### src/rtl/time_set_if.sv
`default_nettype none
// +----------------------------------------------------------------------+
// | time_set_if : button inputs and set-mode controls of the time setter |
// | Revision    : 1.0                                                    |
// +----------------------------------------------------------------------+
interface time_set_if;
    logic       btn_mode;
    logic       btn_adj;
    logic       inc_hrs;
    logic       inc_min;
    logic       clear_sec;
    logic [3:0] blink_mask;
    logic [1:0] mode;

    modport master (
        output btn_mode,
        output btn_adj,
        input  inc_hrs,
        input  inc_min,
        input  clear_sec,
        input  blink_mask,
        input  mode
    );

    modport slave (
        input  btn_mode,
        input  btn_adj,
        output inc_hrs,
        output inc_min,
        output clear_sec,
        output blink_mask,
        output mode
    );
endinterface
`default_nettype wire

### src/rtl/time_set_controller.sv
`default_nettype none
// +----------------------------------------------------------------------+
// | time_set_controller : two-button clock setting FSM with auto-repeat, |
// |                       idle timeout and digit blinking                |
// | Revision            : 1.0                                            |
// +----------------------------------------------------------------------+
module time_set_controller #(
    parameter int TICK_DIV        = 32,
    parameter int REPEAT_DELAY_MS = 500,
    parameter int REPEAT_RATE_MS  = 125,
    parameter int TIMEOUT_MS      = 10000,
    parameter int BLINK_HALF_MS   = 250
) (
    input  wire logic clk,
    input  wire logic reset,
    time_set_if.slave bus
);

    localparam logic [1:0] c_ST_RUN     = 2'b00;
    localparam logic [1:0] c_ST_SET_HRS = 2'b01;
    localparam logic [1:0] c_ST_SET_MIN = 2'b10;

    localparam int c_PRESC_W  = $clog2(TICK_DIV) + 1;
    localparam int c_HOLD_MAX = (REPEAT_DELAY_MS > REPEAT_RATE_MS) ? REPEAT_DELAY_MS : REPEAT_RATE_MS;
    localparam int c_HOLD_W   = $clog2(c_HOLD_MAX) + 1;
    localparam int c_IDLE_W   = $clog2(TIMEOUT_MS) + 1;
    localparam int c_BLINK_W  = $clog2(BLINK_HALF_MS) + 1;

    localparam logic [c_PRESC_W-1:0] c_PRESC_LAST  = c_PRESC_W'(TICK_DIV - 1);
    localparam logic [c_HOLD_W-1:0]  c_HOLD_DELAY  = c_HOLD_W'(REPEAT_DELAY_MS);
    localparam logic [c_HOLD_W-1:0]  c_HOLD_RATE   = c_HOLD_W'(REPEAT_RATE_MS);
    localparam logic [c_IDLE_W-1:0]  c_IDLE_LIMIT  = c_IDLE_W'(TIMEOUT_MS);
    localparam logic [c_BLINK_W-1:0] c_BLINK_LIMIT = c_BLINK_W'(BLINK_HALF_MS);

    logic [c_PRESC_W-1:0] r_presc;
    logic                 r_armed;
    logic                 r_mode_q;
    logic                 r_adj_q;
    logic [1:0]           r_state;
    logic                 r_hold_active;
    logic                 r_repeating;
    logic [c_HOLD_W-1:0]  r_hold_cnt;
    logic [c_IDLE_W-1:0]  r_idle_cnt;
    logic [c_BLINK_W-1:0] r_blink_cnt;
    logic                 r_phase;
    logic                 r_inc_hrs;
    logic                 r_inc_min;
    logic                 r_clear_pend;
    logic                 r_clear_sec;

    logic                 w_tick;
    logic                 w_in_set;
    logic                 w_mode_rise;
    logic                 w_adj_rise;
    logic                 w_adj_held;
    logic                 w_activity;
    logic [c_HOLD_W-1:0]  w_hold_next;
    logic [c_HOLD_W-1:0]  w_hold_limit;
    logic                 w_hold_fire;
    logic [c_IDLE_W-1:0]  w_idle_next;
    logic                 w_timeout;
    logic [c_BLINK_W-1:0] w_blink_next;
    logic                 w_inc_fire;

    assign w_tick   = (r_presc == c_PRESC_LAST);
    assign w_in_set = (r_state == c_ST_SET_HRS) || (r_state == c_ST_SET_MIN);

    // r_armed masks the first sample after reset so a button already held is not an edge
    assign w_mode_rise = r_armed & bus.btn_mode & ~r_mode_q;
    assign w_adj_rise  = r_armed & bus.btn_adj  & ~r_adj_q;
    assign w_adj_held  = r_armed & bus.btn_adj  &  r_adj_q;
    assign w_activity  = (r_armed & ((bus.btn_mode ^ r_mode_q) | (bus.btn_adj ^ r_adj_q))) | w_adj_held;

    assign w_hold_next  = (r_hold_cnt == '1) ? r_hold_cnt : r_hold_cnt + c_HOLD_W'(1);
    assign w_hold_limit = r_repeating ? c_HOLD_RATE : c_HOLD_DELAY;
    assign w_hold_fire  = w_adj_held & r_hold_active & w_tick & (w_hold_next >= w_hold_limit);

    assign w_idle_next  = (r_idle_cnt == '1) ? r_idle_cnt : r_idle_cnt + c_IDLE_W'(1);
    assign w_timeout    = w_in_set & w_tick & ~w_activity & (w_idle_next >= c_IDLE_LIMIT);

    assign w_blink_next = (r_blink_cnt == '1) ? r_blink_cnt : r_blink_cnt + c_BLINK_W'(1);

    // A mode edge wins over a coincident adjust edge
    assign w_inc_fire = w_in_set & ~w_mode_rise & (w_adj_rise | w_hold_fire);

    always_ff @(posedge clk or posedge reset) begin
        if (reset) begin
            r_presc       <= '0;
            r_armed       <= 1'b0;
            r_mode_q      <= 1'b0;
            r_adj_q       <= 1'b0;
            r_state       <= c_ST_RUN;
            r_hold_active <= 1'b0;
            r_repeating   <= 1'b0;
            r_hold_cnt    <= '0;
            r_idle_cnt    <= '0;
            r_blink_cnt   <= '0;
            r_phase       <= 1'b0;
            r_inc_hrs     <= 1'b0;
            r_inc_min     <= 1'b0;
            r_clear_pend  <= 1'b0;
            r_clear_sec   <= 1'b0;
        end else begin
            r_presc      <= w_tick ? '0 : r_presc + c_PRESC_W'(1);
            r_armed      <= 1'b1;
            r_mode_q     <= bus.btn_mode;
            r_adj_q      <= bus.btn_adj;
            r_inc_hrs    <= 1'b0;
            r_inc_min    <= 1'b0;
            r_clear_pend <= 1'b0;
            r_clear_sec  <= r_clear_pend;

            case (r_state)
                c_ST_SET_HRS, c_ST_SET_MIN: begin
                    if (w_mode_rise || w_timeout) begin
                        if (w_mode_rise && (r_state == c_ST_SET_HRS)) begin
                            r_state <= c_ST_SET_MIN;
                        end else begin
                            r_state      <= c_ST_RUN;
                            r_clear_pend <= 1'b1;
                        end
                        r_hold_active <= 1'b0;
                        r_repeating   <= 1'b0;
                        r_hold_cnt    <= '0;
                        r_idle_cnt    <= '0;
                        r_blink_cnt   <= '0;
                        r_phase       <= 1'b0;
                    end else begin
                        if (w_adj_rise) begin
                            r_hold_active <= 1'b1;
                            r_repeating   <= 1'b0;
                            r_hold_cnt    <= '0;
                        end else if (!(w_adj_held && r_hold_active)) begin
                            r_hold_active <= 1'b0;
                            r_repeating   <= 1'b0;
                            r_hold_cnt    <= '0;
                        end else if (w_tick) begin
                            if (w_hold_fire) begin
                                r_hold_cnt  <= '0;
                                r_repeating <= 1'b1;
                            end else begin
                                r_hold_cnt <= w_hold_next;
                            end
                        end

                        // Every increment restarts the blink so the new value is shown at once
                        if (w_inc_fire) begin
                            r_inc_hrs   <= (r_state == c_ST_SET_HRS);
                            r_inc_min   <= (r_state == c_ST_SET_MIN);
                            r_phase     <= 1'b0;
                            r_blink_cnt <= '0;
                        end else if (w_tick) begin
                            if (w_blink_next >= c_BLINK_LIMIT) begin
                                r_phase     <= ~r_phase;
                                r_blink_cnt <= '0;
                            end else begin
                                r_blink_cnt <= w_blink_next;
                            end
                        end

                        if (w_activity) begin
                            r_idle_cnt <= '0;
                        end else if (w_tick) begin
                            r_idle_cnt <= w_idle_next;
                        end
                    end
                end

                default: begin
                    r_state       <= w_mode_rise ? c_ST_SET_HRS : c_ST_RUN;
                    r_hold_active <= 1'b0;
                    r_repeating   <= 1'b0;
                    r_hold_cnt    <= '0;
                    r_idle_cnt    <= '0;
                    r_blink_cnt   <= '0;
                    r_phase       <= 1'b0;
                end
            endcase
        end
    end

    assign bus.inc_hrs    = r_inc_hrs;
    assign bus.inc_min    = r_inc_min;
    assign bus.clear_sec  = r_clear_sec;
    assign bus.mode       = r_state;
    assign bus.blink_mask = (r_state == c_ST_SET_HRS) ? {r_phase, r_phase, 2'b00} :
                            (r_state == c_ST_SET_MIN) ? {2'b00, r_phase, r_phase} : 4'b0000;

endmodule
`default_nettype wire

### src/flat_wrapper.sv
// flat-port wrapper written by rule: the top's interface ports become plain ports
module time_set_controller_flat 
#(
    parameter int TICK_DIV        = 32,
    parameter int REPEAT_DELAY_MS = 500,
    parameter int REPEAT_RATE_MS  = 125,
    parameter int TIMEOUT_MS      = 10000,
    parameter int BLINK_HALF_MS   = 250
)
  (clk, reset, bus_btn_mode, bus_btn_adj, bus_inc_hrs, bus_inc_min, bus_clear_sec, bus_blink_mask, bus_mode);
  time_set_if bus_i ();
  input  wire logic clk;
  input  wire logic reset;
  input wire logic [$bits(bus_i.btn_mode)-1:0] bus_btn_mode;
  input wire logic [$bits(bus_i.btn_adj)-1:0] bus_btn_adj;
  output wire logic [$bits(bus_i.inc_hrs)-1:0] bus_inc_hrs;
  output wire logic [$bits(bus_i.inc_min)-1:0] bus_inc_min;
  output wire logic [$bits(bus_i.clear_sec)-1:0] bus_clear_sec;
  output wire logic [$bits(bus_i.blink_mask)-1:0] bus_blink_mask;
  output wire logic [$bits(bus_i.mode)-1:0] bus_mode;
  assign bus_i.btn_mode = bus_btn_mode;
  assign bus_i.btn_adj = bus_btn_adj;
  assign bus_inc_hrs = bus_i.inc_hrs;
  assign bus_inc_min = bus_i.inc_min;
  assign bus_clear_sec = bus_i.clear_sec;
  assign bus_blink_mask = bus_i.blink_mask;
  assign bus_mode = bus_i.mode;
  time_set_controller #(.TICK_DIV(TICK_DIV), .REPEAT_DELAY_MS(REPEAT_DELAY_MS), .REPEAT_RATE_MS(REPEAT_RATE_MS), .TIMEOUT_MS(TIMEOUT_MS), .BLINK_HALF_MS(BLINK_HALF_MS)) u_core (.clk(clk), .reset(reset), .bus(bus_i));
endmodule
### config.mk
export PLATFORM = sky130hd
export DESIGN_NAME = time_set_controller_flat
export DESIGN_NICKNAME = d
export VERILOG_FILES = /design/src/rtl/time_set_if.sv /design/src/rtl/time_set_controller.sv /design/src/flat_wrapper.sv
export SDC_FILE = /design/constraint.sdc
export NUM_CORES = 1
export LEC_CHECK = 0
export ABC_AREA = 1
export BUFFER_PORTS_ARGS = -buffer_cell sky130_fd_sc_hd__buf_2
export CORE_MARGIN = 3
export CORE_UTILIZATION = 45
export DETAILED_ROUTE_END_ITERATION = 8
export PLACE_DENSITY_LB_ADDON = 0.05
export SLEW_MARGIN = 20
export SYNTH_ARGS = -nofsm -noshare
export SYNTH_HDL_FRONTEND = slang
export SYNTH_SLANG_ARGS = --single-unit
### constraint.sdc
create_clock -name clk -period 2.6 [get_ports clk]
set_input_delay 0.52 -clock clk [delete_from_list [all_inputs] [get_ports clk]]
set_output_delay 0.52 -clock clk [all_outputs]
set_load 0.1 [all_outputs]
* After elaboration in Yosys (flattened, before gate mapping)
Cells that the tools add are included.
Storage, ports and cells: register bits 52, latch bits 0, memory bits (writable) 0, ROM bits 0, input bits 4, output and inout bits 9, word-level logic and storage cells 116, memories kept 0
Cells by class: $add $sub $neg 4, multipliers 0, divide/modulo/power cells 0, magnitude comparators 3, eq/ne operators 13, shifts and indexed selects 0, multiplexer cells 50, bitwise logic cells 24, reduce and logical (&&, ||, !) cells 7
Operator list (number):
- $mux 15 | 5
- $mux 10 | 7
- $mux 9 | 7
- $mux 1 | 25
- $add 15x1->15 const B | 1
- $eq 15x15->1 const B | 1
- $ge 15x14->1 const B | 1
- $and 1x1->1 | 14
- $ne 4x1->1 const B | 3
- $add 10x1->10 const B | 1
- $eq 10x10->1 const B | 1
- $ge 10x10->1 | 1
- $ne 5x2->1 const B | 2
- $add 9x1->9 const B | 1
- $eq 9x9->1 const B | 1
- $ge 9x8->1 const B | 1
- $mux 2 | 4
- $add 6x1->6 const B | 1
- $eq 6x5->1 const B | 1
- $mux 6 | 1
- $not 1->1 | 5
- $mux 4 | 1
- $ne 4x2->1 const B | 1
- $reduce_and 2->1 | 2
- 8 further kinds | 13

* Longest topological paths before layout
Gate-level depths: netlist (run 1).
depth in word-level cells 11, mapped depth 20, gate-level depth less buffers 20

* Worst setup path after synthesis (run 1)
OpenSTA, ideal clock, no wires.
path kind register to output, start point reg u_core.r_state[1] (netlist: u_core.bus.mode[1]), end point out bus_blink_mask[1], data arrival time 3.985 ns, data required time 2.080 ns, path slack -1.905 ns, cell stages (with the launch flop) 5, buffers on the path 1, path through dfrtp_1 -> inv_1 -> ha_1 -> nor3_1 -> buf_4
Between the ends: word-level cells in the longest chain between the ends 3, elaborated cells on any way between the ends 4, those cells by class 2 x eq/ne; 2 x mux
Ends and longest elaborated chain:
- start: declaration | line time_set_controller.sv:39 | logic [1:0] r_state;
- start signal: assignment | line time_set_controller.sv:92 | r_state <= c_ST_RUN;
- start signal: assignment | line time_set_controller.sv:117 | r_state <= c_ST_SET_MIN;
- start signal: assignment | line time_set_controller.sv:119 | r_state <= c_ST_RUN;
- $eq 2x2->1 | line time_set_controller.sv:187 | (r_state == c_ST_SET_MIN) ? {2'b00, r_phase, r_phase} : 4'b0000;
- $mux 2 | line time_set_controller.sv:187
- $mux 4 (*) | line time_set_controller.sv:186 | assign bus.blink_mask = (r_state == c_ST_SET_HRS) ? {r_phase, r_phase, 2'b00} :
- end: declaration | line flat_wrapper.sv:19 | output wire logic [$bits(bus_i.blink_mask)-1:0] bus_blink_mask;
Every way passes the cells marked *; elsewhere a longest branch is shown, timed or not.

* Worst setup path in the final report (run 1)
start point reg u_core.r_hold_cnt[1], end point reg u_core.r_hold_cnt[6]
Between the ends: word-level cells in the longest chain between the ends 10, elaborated cells on any way between the ends 11, those cells by class 1 x add/sub; 1 x order compare; 1 x eq/ne; 7 x mux; 1 x bitwise
Ends and longest elaborated chain:
- start: declaration | line time_set_controller.sv:42 | logic [c_HOLD_W-1:0] r_hold_cnt;
- start signal: assignment | line time_set_controller.sv:142 | r_hold_cnt <= w_hold_next;
- $add 10x1->10 or $eq 10x10->1 (tied branches) | line time_set_controller.sv:74 | assign w_hold_next = (r_hold_cnt == '1) ? r_hold_cnt : r_hold_cnt + c_HOLD_W'(1);
- $mux 10 (*) | line time_set_controller.sv:74
- $ge 10x10->1 | line time_set_controller.sv:76 | assign w_hold_fire = w_adj_held & r_hold_active & w_tick & (w_hold_next >= w_hold_limit);
- $and 1x1->1 | line time_set_controller.sv:76
- $mux 10 (*) | line time_set_controller.sv:138 | if (w_hold_fire) begin
- $mux 10 (*) | line time_set_controller.sv:137 | end else if (w_tick) begin
- $mux 10 (*) | line time_set_controller.sv:133 | end else if (!(w_adj_held && r_hold_active)) begin
- $mux 10 (*) | line time_set_controller.sv:129 | if (w_adj_rise) begin
- $mux 10 (*) | line time_set_controller.sv:115 | if (w_mode_rise || w_timeout) begin
- $mux 10 (*) | line time_set_controller.sv:113 | case (r_state)
Every way passes the cells marked *; elsewhere a longest branch is shown, timed or not. The select of a mux whose other input is x is not followed. A chain may end at the register's enable or synchronous reset.

==> results of run 1 <==
state kept, by name, indices dropped and copies added, names as in the netlist:
register and count:
u_core.r_clear_pend 1, u_core.r_adj_q 1, u_core.r_phase 1, u_core.r_idle_cnt 15, u_core.bus.clear_sec 1, u_core.r_blink_cnt 9, u_core.bus.mode 2, u_core.bus.inc_min 1
u_core.r_hold_active 1, u_core.r_hold_cnt 10, u_core.r_mode_q 1, u_core.r_armed 1, u_core.r_presc 6, u_core.r_repeating 1, u_core.bus.inc_hrs 1
kinds of logic (layout without fill, tap and decap cells):
| family | after synthesis | in the layout | synth area share |
|---|---|---|---|
| flip-flops | 52 | 52 | 0.3920 |
| AO/OA/AOI/OAI | 49 | 49 | 0.08858 |
| XOR/XNOR | 10 | 10 | 0.02638 |
| buffers and inverters | 69 | 105 | 0.08518 |
| other | 1 | 1 | 0.001130 |
| AND/OR/NAND/NOR | 271 | 271 | 0.3690 |
| adder cells (fa/ha/maj) | 10 | 10 | 0.03769 |
what timing repair did:
action                                 in CTS  in global routing
setup buffers                               1                  6
endpoints found under the hold margin       0                  0
gates resized for setup                     2                 41
setup endpoints to repair                   2                 30
cloned                                      0                  0
pin swaps                                   0                 26
cell usage after synthesis, types with 3 or more instances:
library cell,n,share of area
sky130_fd_sc_hd__nand2_1,114,0.13
sky130_fd_sc_hd__nor2_1,71,0.080
sky130_fd_sc_hd__a211oi_1,10,0.023
sky130_fd_sc_hd__o22ai_1,5,0.0094
sky130_fd_sc_hd__a21oi_1,8,0.012
sky130_fd_sc_hd__dfrtp_1,52,0.39
sky130_fd_sc_hd__ha_1,10,0.038
sky130_fd_sc_hd__inv_1,58,0.066
sky130_fd_sc_hd__nand4_1,9,0.017
sky130_fd_sc_hd__xor2_1,6,0.016
sky130_fd_sc_hd__nor2_4,3,0.010
sky130_fd_sc_hd__xnor2_1,4,0.011
sky130_fd_sc_hd__o21ai_0,19,0.029
sky130_fd_sc_hd__clkbuf_1,4,0.0045
sky130_fd_sc_hd__nor3_1,4,0.0060
sky130_fd_sc_hd__nor2_2,6,0.011
sky130_fd_sc_hd__nand2_2,6,0.011
sky130_fd_sc_hd__nand3_1,50,0.075
stage by stage:
step | total power, W | setup slack (ns) | TNS [ns]
final | 0.001412 | 0.06316 | 0
after global routing | 0.001481 | -0.1843 | -2.442
after CTS | 0.001418 | 0.03403 | 0
after detailed placement | 0.0009240 | 0.01857 | 0
after global placement | 0.0009236 | 0.08196 | 0
after floorplan | 0.0009013 | 0.006555 | 0
per-layer routing:
layer | GRT usage | vias up | part of all wire
li1 | - | 1557 | -
met1 | 0.2669 | 1388 | 0.49
met2 | 0.2901 | 41 | 0.47
met3 | 0.02953 | 8 | 0.028
met4 | 0.05569 | 0 | 0.012
met5 | 0 | - | 0
power groups by stage:
stage	Clock (W)	Combinational (W)	Sequential, W
floorplan	0	0.0000587	0.000843
global placement	0	0.0000877	0.000836
detailed placement	0	0.0000882	0.000836
CTS	0.000509	0.0000884	0.000820
global route	0.000549	0.000110	0.000822
finish	0.000496	0.0000965	0.000820
worst paths after layout:
path	startpoint	end	cells after the start	slack [ns]
worst max-delay path	u_core.r_hold_cnt[1]	u_core.r_hold_cnt[6]	19	0.06
worst min-delay path	reset	u_core.r_blink_cnt[8]	2	0.16
worst max register to register	u_core.r_hold_cnt[1]	u_core.r_hold_cnt[6]	19	0.06
worst min register to register	u_core.r_clear_pend	u_core.bus.clear_sec	0	0.36
max in group asynchronous	reset	u_core.r_idle_cnt[2]	3	1.83
min in group clk	bus_btn_mode	u_core.r_mode_q	1	0.32
area by class of cell:
class                   instances  area [um2]  area share
well taps                      96       120.1     0.03068
inverters                      60       225.2     0.05753
multi-input cells             341        1917      0.4896
clock inverters                 3       25.02    0.006392
flip-flops and latches         52        1304      0.3330
repair buffers                 37       255.2     0.06520
clock buffers                   5       68.82     0.01758
==> key figures, run 1 <==
Finish
  • Net count of the finished layout: 511
  • Filler cell count in the final layout: 681
  • Filler-free cell count of the finished design: 594
  • Layout area overhead: 17.94%
  • Ratio of cells with drive above 1 in the final layout: 0.2088
  • Final design area excluding fillers: 3915 um2
  • Most common cell after layout, fill and taps aside: sky130_fd_sc_hd__nand2_1
  • Leading cell types in the layout, fill and taps excluded: sky130_fd_sc_hd__nand2_1, sky130_fd_sc_hd__nor2_1, sky130_fd_sc_hd__inv_1
  • Ant diodes: 0
  • Util after Layout: 0.5608

Synth
  • Cells after Synth: 462
  • Post-Syn Nets: 476
  • Number of enable-type register cells in the synthesized netlist: 0
  • Seq/Total Area, Yosys: 0.3920
  • Ys Warns: 0
  • Top flip-flop cell by instance count after synthesis: sky130_fd_sc_hd__dfrtp_1
  • Proportion of synthesized flip-flops having asynchronous set or reset: 1.000
  • Avg Cell Area, Syn: 7.185 um2
  • Post-synthesis cell area: 3319 um2
  • Synth unique cells: 36
  • Synthesized flop and latch total: 52

Power
  • Switching share of power: 0.2655
  • Combinational power share: 0.068
  • Clock Power Share: 0.351
  • Register share of total power: 0.581
  • Total internal power: 0.001038 W
  • Leakage power total: 1.882 nW
  • Switching pwr: 0.0003749 W
  • Worst ir drop on vdd: 0.1929 mV
  • Power density relative to cell area: 360.8 nW/um2

Timing
  • Slew at the pin with the worst max-slew slack: 0.5423 ns
  • Hold WS: 0.1580 ns
  • Final setup violation count: 0
  • Worst clock skew: 0.01312 ns
  • Final worst-path cycle share: 0.9757
  • Tmin final: 2.537 ns
  • Unrepaired setup endpoints after global routing: yes
  • Number of hold violations in the final report: 0
  • Final Max Tran Viols: 0
  • Tightest slew margin relative to the limit: 0.6347
  • Achievable frequency: 394.2 MHz

Critical path
  • Maximum fanout along the worst path: 7
  • Cell family with the largest share of critical-path delay: simple AND/OR/NAND/NOR gates
  • Worst stage delay on the critical path: 0.37 ns
  • Critical path startpoint category: flip-flop
  • Most common cell on crit path: sky130_fd_sc_hd__nor2_1
  • Required time reported for the critical path endpoint: 2.80 ns
  • Kind of end point of the critical path: flip-flop
  • Number of buffers and inverters on the critical path: 1
  • Arrival time worst endpoint: 2.74 ns
  • Start-to-end type of the worst setup path: flip-flop to flip-flop
  • CP max stage cell: sky130_fd_sc_hd__dfrtp_1
  • Sequence of cells on the critical path: ha_2, nand2_2, nor2_4, nand3_2, nor2_1, nor2_1, ha_1, nand2_1, nor2_1, nand3_1, nor2_1, nand3_1, nand2_2, nand2_4, nand2_4, nor2_4, buf_6, nand3_2, o21ai_1

Placement
  • Placed cells: 579
  • Detail Placement HPWL: 5588 um
  • Count of buffers from port buffering: 12
  • Routability-driven placement congestion ratio: 0.8616
  • Placed Instance Area: 3606 um2

Clock tree
  • Worst skew pair latency: 0.32 ns
  • H-tree level count: 2
  • Hold bufs inserted after CTS: 0
  • Clock-pin slew on the worst setup and hold paths: 0.11 ns
  • Root cell of the clock tree: sky130_fd_sc_hd__clkbuf_8
  • Maximum buffer depth of the clock tree: 2
  • Sinks on Clock Net: 52
  • Clock tree from TritonCTS: done
  • Number of clock buffers inserted by TritonCTS: 5

Floorplan
  • Die X: 91.89 um
  • Placeable core area: 6982 um2
  • Vertical die dimension: 91.89 um
  • I/O pins: 13
  • Cell Rows: 30
  • Die Footprint: 8443 um2
  • Initial Utilization: 0.4754

Detailed routing
  • Final routed wire length divided by cell count: 12.61 um
  • Vias per inst: 5.040
  • Remaining antenna violation count after routing: 0
  • Iteration-0 DRC Markers: 104
  • Detailed-route via count: 2994
  • Number of search-and-repair iterations in the first detailed-routing pass: 4
  • DRC violation count after routing: 0
  • Aggregate routed wire length: 7490 um

GRT
  • Residual overflow from global routing: 0
  • Antenna violations before repair: 0
  • Number of global-route vias before repair: 2766
  • GRT Total Usage: 0.1863
  • Largest net degree at the start of global routing: 22
  • Global-route wire length before repair: 12940 um

Run
  • Max-capacitance violation count: 0

Hold path
  • Worst hold-check path type: input port to asynchronous set/reset pin

Status
  • Status: completed
(Power assumes the default switching activity.)
==> run 2: changes to the inputs <==
==> constraint.sdc (replaced) <==
create_clock -name clk -period 2.2 [get_ports clk]
set_input_delay 0.44 -clock clk [delete_from_list [all_inputs] [get_ports clk]]
set_output_delay 0.44 -clock clk [all_outputs]
set_load 0.1 [all_outputs]
==> key figures, run 2 (synthesis gave the netlist of run 1 again) <==
Placement
  • Detail Placement HPWL: 5945 um
  • Placed Instance Area: 3960 um2
  • Count of buffers from port buffering: 12
  • Routability-driven placement congestion ratio: 0.8354
  • Placed cells: 616

Finish
  • Number of flip-flops in the largest register: 15
  • Filler cell count in the final layout: 624
  • Register with the highest flop count: u_core.r_idle_cnt
  • Biggest registers after layout: u_core.r_idle_cnt x15, u_core.r_hold_cnt x10, u_core.r_blink_cnt x9
  • Ratio of cells with drive above 1 in the final layout: 0.3608
  • Net count of the finished layout: 559
  • Layout area overhead: 37.54%
  • Leading cell types in the layout, fill and taps excluded: sky130_fd_sc_hd__nand2_1, sky130_fd_sc_hd__buf_4, sky130_fd_sc_hd__nor2_1
  • Most common cell after layout, fill and taps aside: sky130_fd_sc_hd__nand2_1
  • Filler-free cell count of the finished design: 642
  • Final design area excluding fillers: 4566 um2
  • Ant diodes: 0

Detailed routing
  • Aggregate routed wire length: 8589 um
  • DRC violation count after routing: 0
  • Number of search-and-repair iterations in the first detailed-routing pass: 4
  • Vias per inst: 5.134
  • Remaining antenna violation count after routing: 0
  • Final routed wire length divided by cell count: 13.38 um
  • Detailed-route via count: 3296
  • Iteration-0 DRC Markers: 152

Floorplan
  • Die Footprint: 8443 um2
  • Initial Utilization: 0.4754
  • Vertical die dimension: 91.89 um
  • I/O pins: 13
  • Placeable core area: 6982 um2
  • Cell Rows: 30
  • Die X: 91.89 um

Timing
  • Achievable frequency: 387.8 MHz
  • Slew at the pin with the worst max-slew slack: 0.5064 ns
  • TNS Setup: -5.779 ns
  • Final worst-path cycle share: 1.172
  • Number of hold violations in the final report: 0
  • Final Max Tran Viols: 0
  • Tmin final: 2.579 ns
  • Tightest slew margin relative to the limit: 0.6612
  • Unrepaired setup endpoints after global routing: yes
  • Final setup violation count: 21
  • Worst clock skew: 0.008891 ns
  • Final worst-path setup slack: -0.3786 ns

Run
  • Max-capacitance violation count: 0

GRT
  • Largest net degree at the start of global routing: 36
  • Antenna violations before repair: 0
  • Global-route wire length before repair: 13870 um
  • Residual overflow from global routing: 0
  • GRT Total Usage: 0.2020
  • Number of global-route vias before repair: 2993

Critical path
  • Register-to-register setup slack: -0.38 ns
  • Critical path startpoint category: flip-flop
  • FF-to-FF End: u_core.r_hold_cnt[3]
  • Kind of end point of the critical path: flip-flop
  • Source of the critical timing path: u_core.r_hold_cnt[1]
  • End point of the critical path: u_core.r_hold_cnt[3]
  • Worst r2r src: u_core.r_hold_cnt[1]
  • Maximum fanout along the worst path: 8
  • Worst Reg-to-Reg Cells: 17
  • Arrival time worst endpoint: 2.83 ns
  • Required time reported for the critical path endpoint: 2.45 ns
  • Start-to-end type of the worst setup path: flip-flop to flip-flop

Status
  • Status: complete, but fails checks
  • Failing checks: setup timing

Power
  • Worst ir drop on vdd: 0.3642 mV
  • Leakage power total: 2.205 nW
  • Power density relative to cell area: 393.0 nW/um2
  • Post-route total power: 0.001794 W

Clock tree
  • Clock tree from TritonCTS: done
  • Clock-pin slew on the worst setup and hold paths: 0.10 ns
  • Maximum buffer depth of the clock tree: 2
  • Worst skew pair latency: 0.32 ns
  • Number of clock buffers inserted by TritonCTS: 5
  • H-tree level count: 2
  • Hold bufs inserted after CTS: 0
  • Root cell of the clock tree: sky130_fd_sc_hd__clkbuf_8
  • Sinks on Clock Net: 52

Hold path
  • Worst hold-check path type: input port to asynchronous set/reset pin
## run 2: cell types whose count changed in the layout (fill, tap and decap cells not counted), sizes merged
cell	change
clkinv	+1
bufinv	+1
buf	+47
clkinvlp	+1
clkbuf	+1
inv	-3
## run 2: worst min path at each step
stage	startpoint	depth (start not counted)	slack, ns	endpoint
finish	reset	2	0.09	u_core.r_blink_cnt[8]
global route	reset	2	0.11	u_core.r_blink_cnt[7]
CTS	reset	2	0.09	u_core.r_blink_cnt[8]
detailed placement	u_core.r_clear_pend	0	0.35	u_core.bus.clear_sec
global placement	u_core.r_clear_pend	0	0.33	u_core.bus.clear_sec
floorplan	u_core.r_clear_pend	0	0.33	u_core.bus.clear_sec
## run 2: cell type report
class                   count  area [um2]  area share
multi-input cells         341        2101      0.4601
flip-flops and latches     52        1308      0.2864
well taps                  96       120.1     0.02631
repair buffers             85       694.4      0.1521
inverters                  60       231.5     0.05070
clock inverters             3       42.54    0.009318
clock buffers               5       68.82     0.01507
## run 2: through the flow
step	utilization	setup WS (ns)	hold slack, ns
6_report	0.6539	-0.3786	0.08798
5_1_grt	0.6539	-0.5025	0.1108
4_1_cts	0.6009	-0.3289	0.09244
3_5_place_dp	0.5672	-0.3614	0.3498
3_3_place_gp	0.5672	-0.2719	0.3335
2_1_floorplan	-	-0.2946	0.3312
## run 2: where the power goes
part | total, W | internal, W | switching [W]
combinational | 0.000141 | 0.0000495 | 0.0000912
sequential | 0.000970 | 0.000963 | 0.00000680
clock | 0.000684 | 0.000337 | 0.000346
## run 2: critical path: stages (launching register included)
cell and delay (ns):
sky130_fd_sc_hd__dfrtp_1 0.43, sky130_fd_sc_hd__ha_2 0.21, sky130_fd_sc_hd__nand2_2 0.10, sky130_fd_sc_hd__nor2_4 0.05
sky130_fd_sc_hd__buf_4 0.14, sky130_fd_sc_hd__nand3b_2 0.13, sky130_fd_sc_hd__buf_4 0.18, sky130_fd_sc_hd__nand2_1 0.09
sky130_fd_sc_hd__ha_1 0.19, sky130_fd_sc_hd__nand3_1 0.10, sky130_fd_sc_hd__nor2_1 0.05, sky130_fd_sc_hd__nor2_1 0.14
sky130_fd_sc_hd__nand2_2 0.10, sky130_fd_sc_hd__nand2_4 0.08, sky130_fd_sc_hd__nand2_4 0.07, sky130_fd_sc_hd__nor2_4 0.23
sky130_fd_sc_hd__nand3_1 0.13, sky130_fd_sc_hd__o21ai_1 0.10
## run 2: layer usage
| metal | vias up | global-route usage | wire (um) | share of wire |
|---|---|---|---|---|
| met5 | - | 0 | 0 | 0 |
| met4 | 0 | 0.04579 | 106 | 0.012 |
| met3 | 14 | 0.03938 | 335 | 0.039 |
| met2 | 59 | 0.3418 | 4196 | 0.49 |
| met1 | 1563 | 0.2675 | 3951 | 0.46 |
| li1 | 1660 | - | - | - |
## run 2: repair_timing
item	CTS	global route
pin swaps	26	17
setup buffers	5	13
gates resized for setup	25	68
endpoints found under the setup margin	23	42
endpoints found under the hold margin	0	0
cloned	0	1
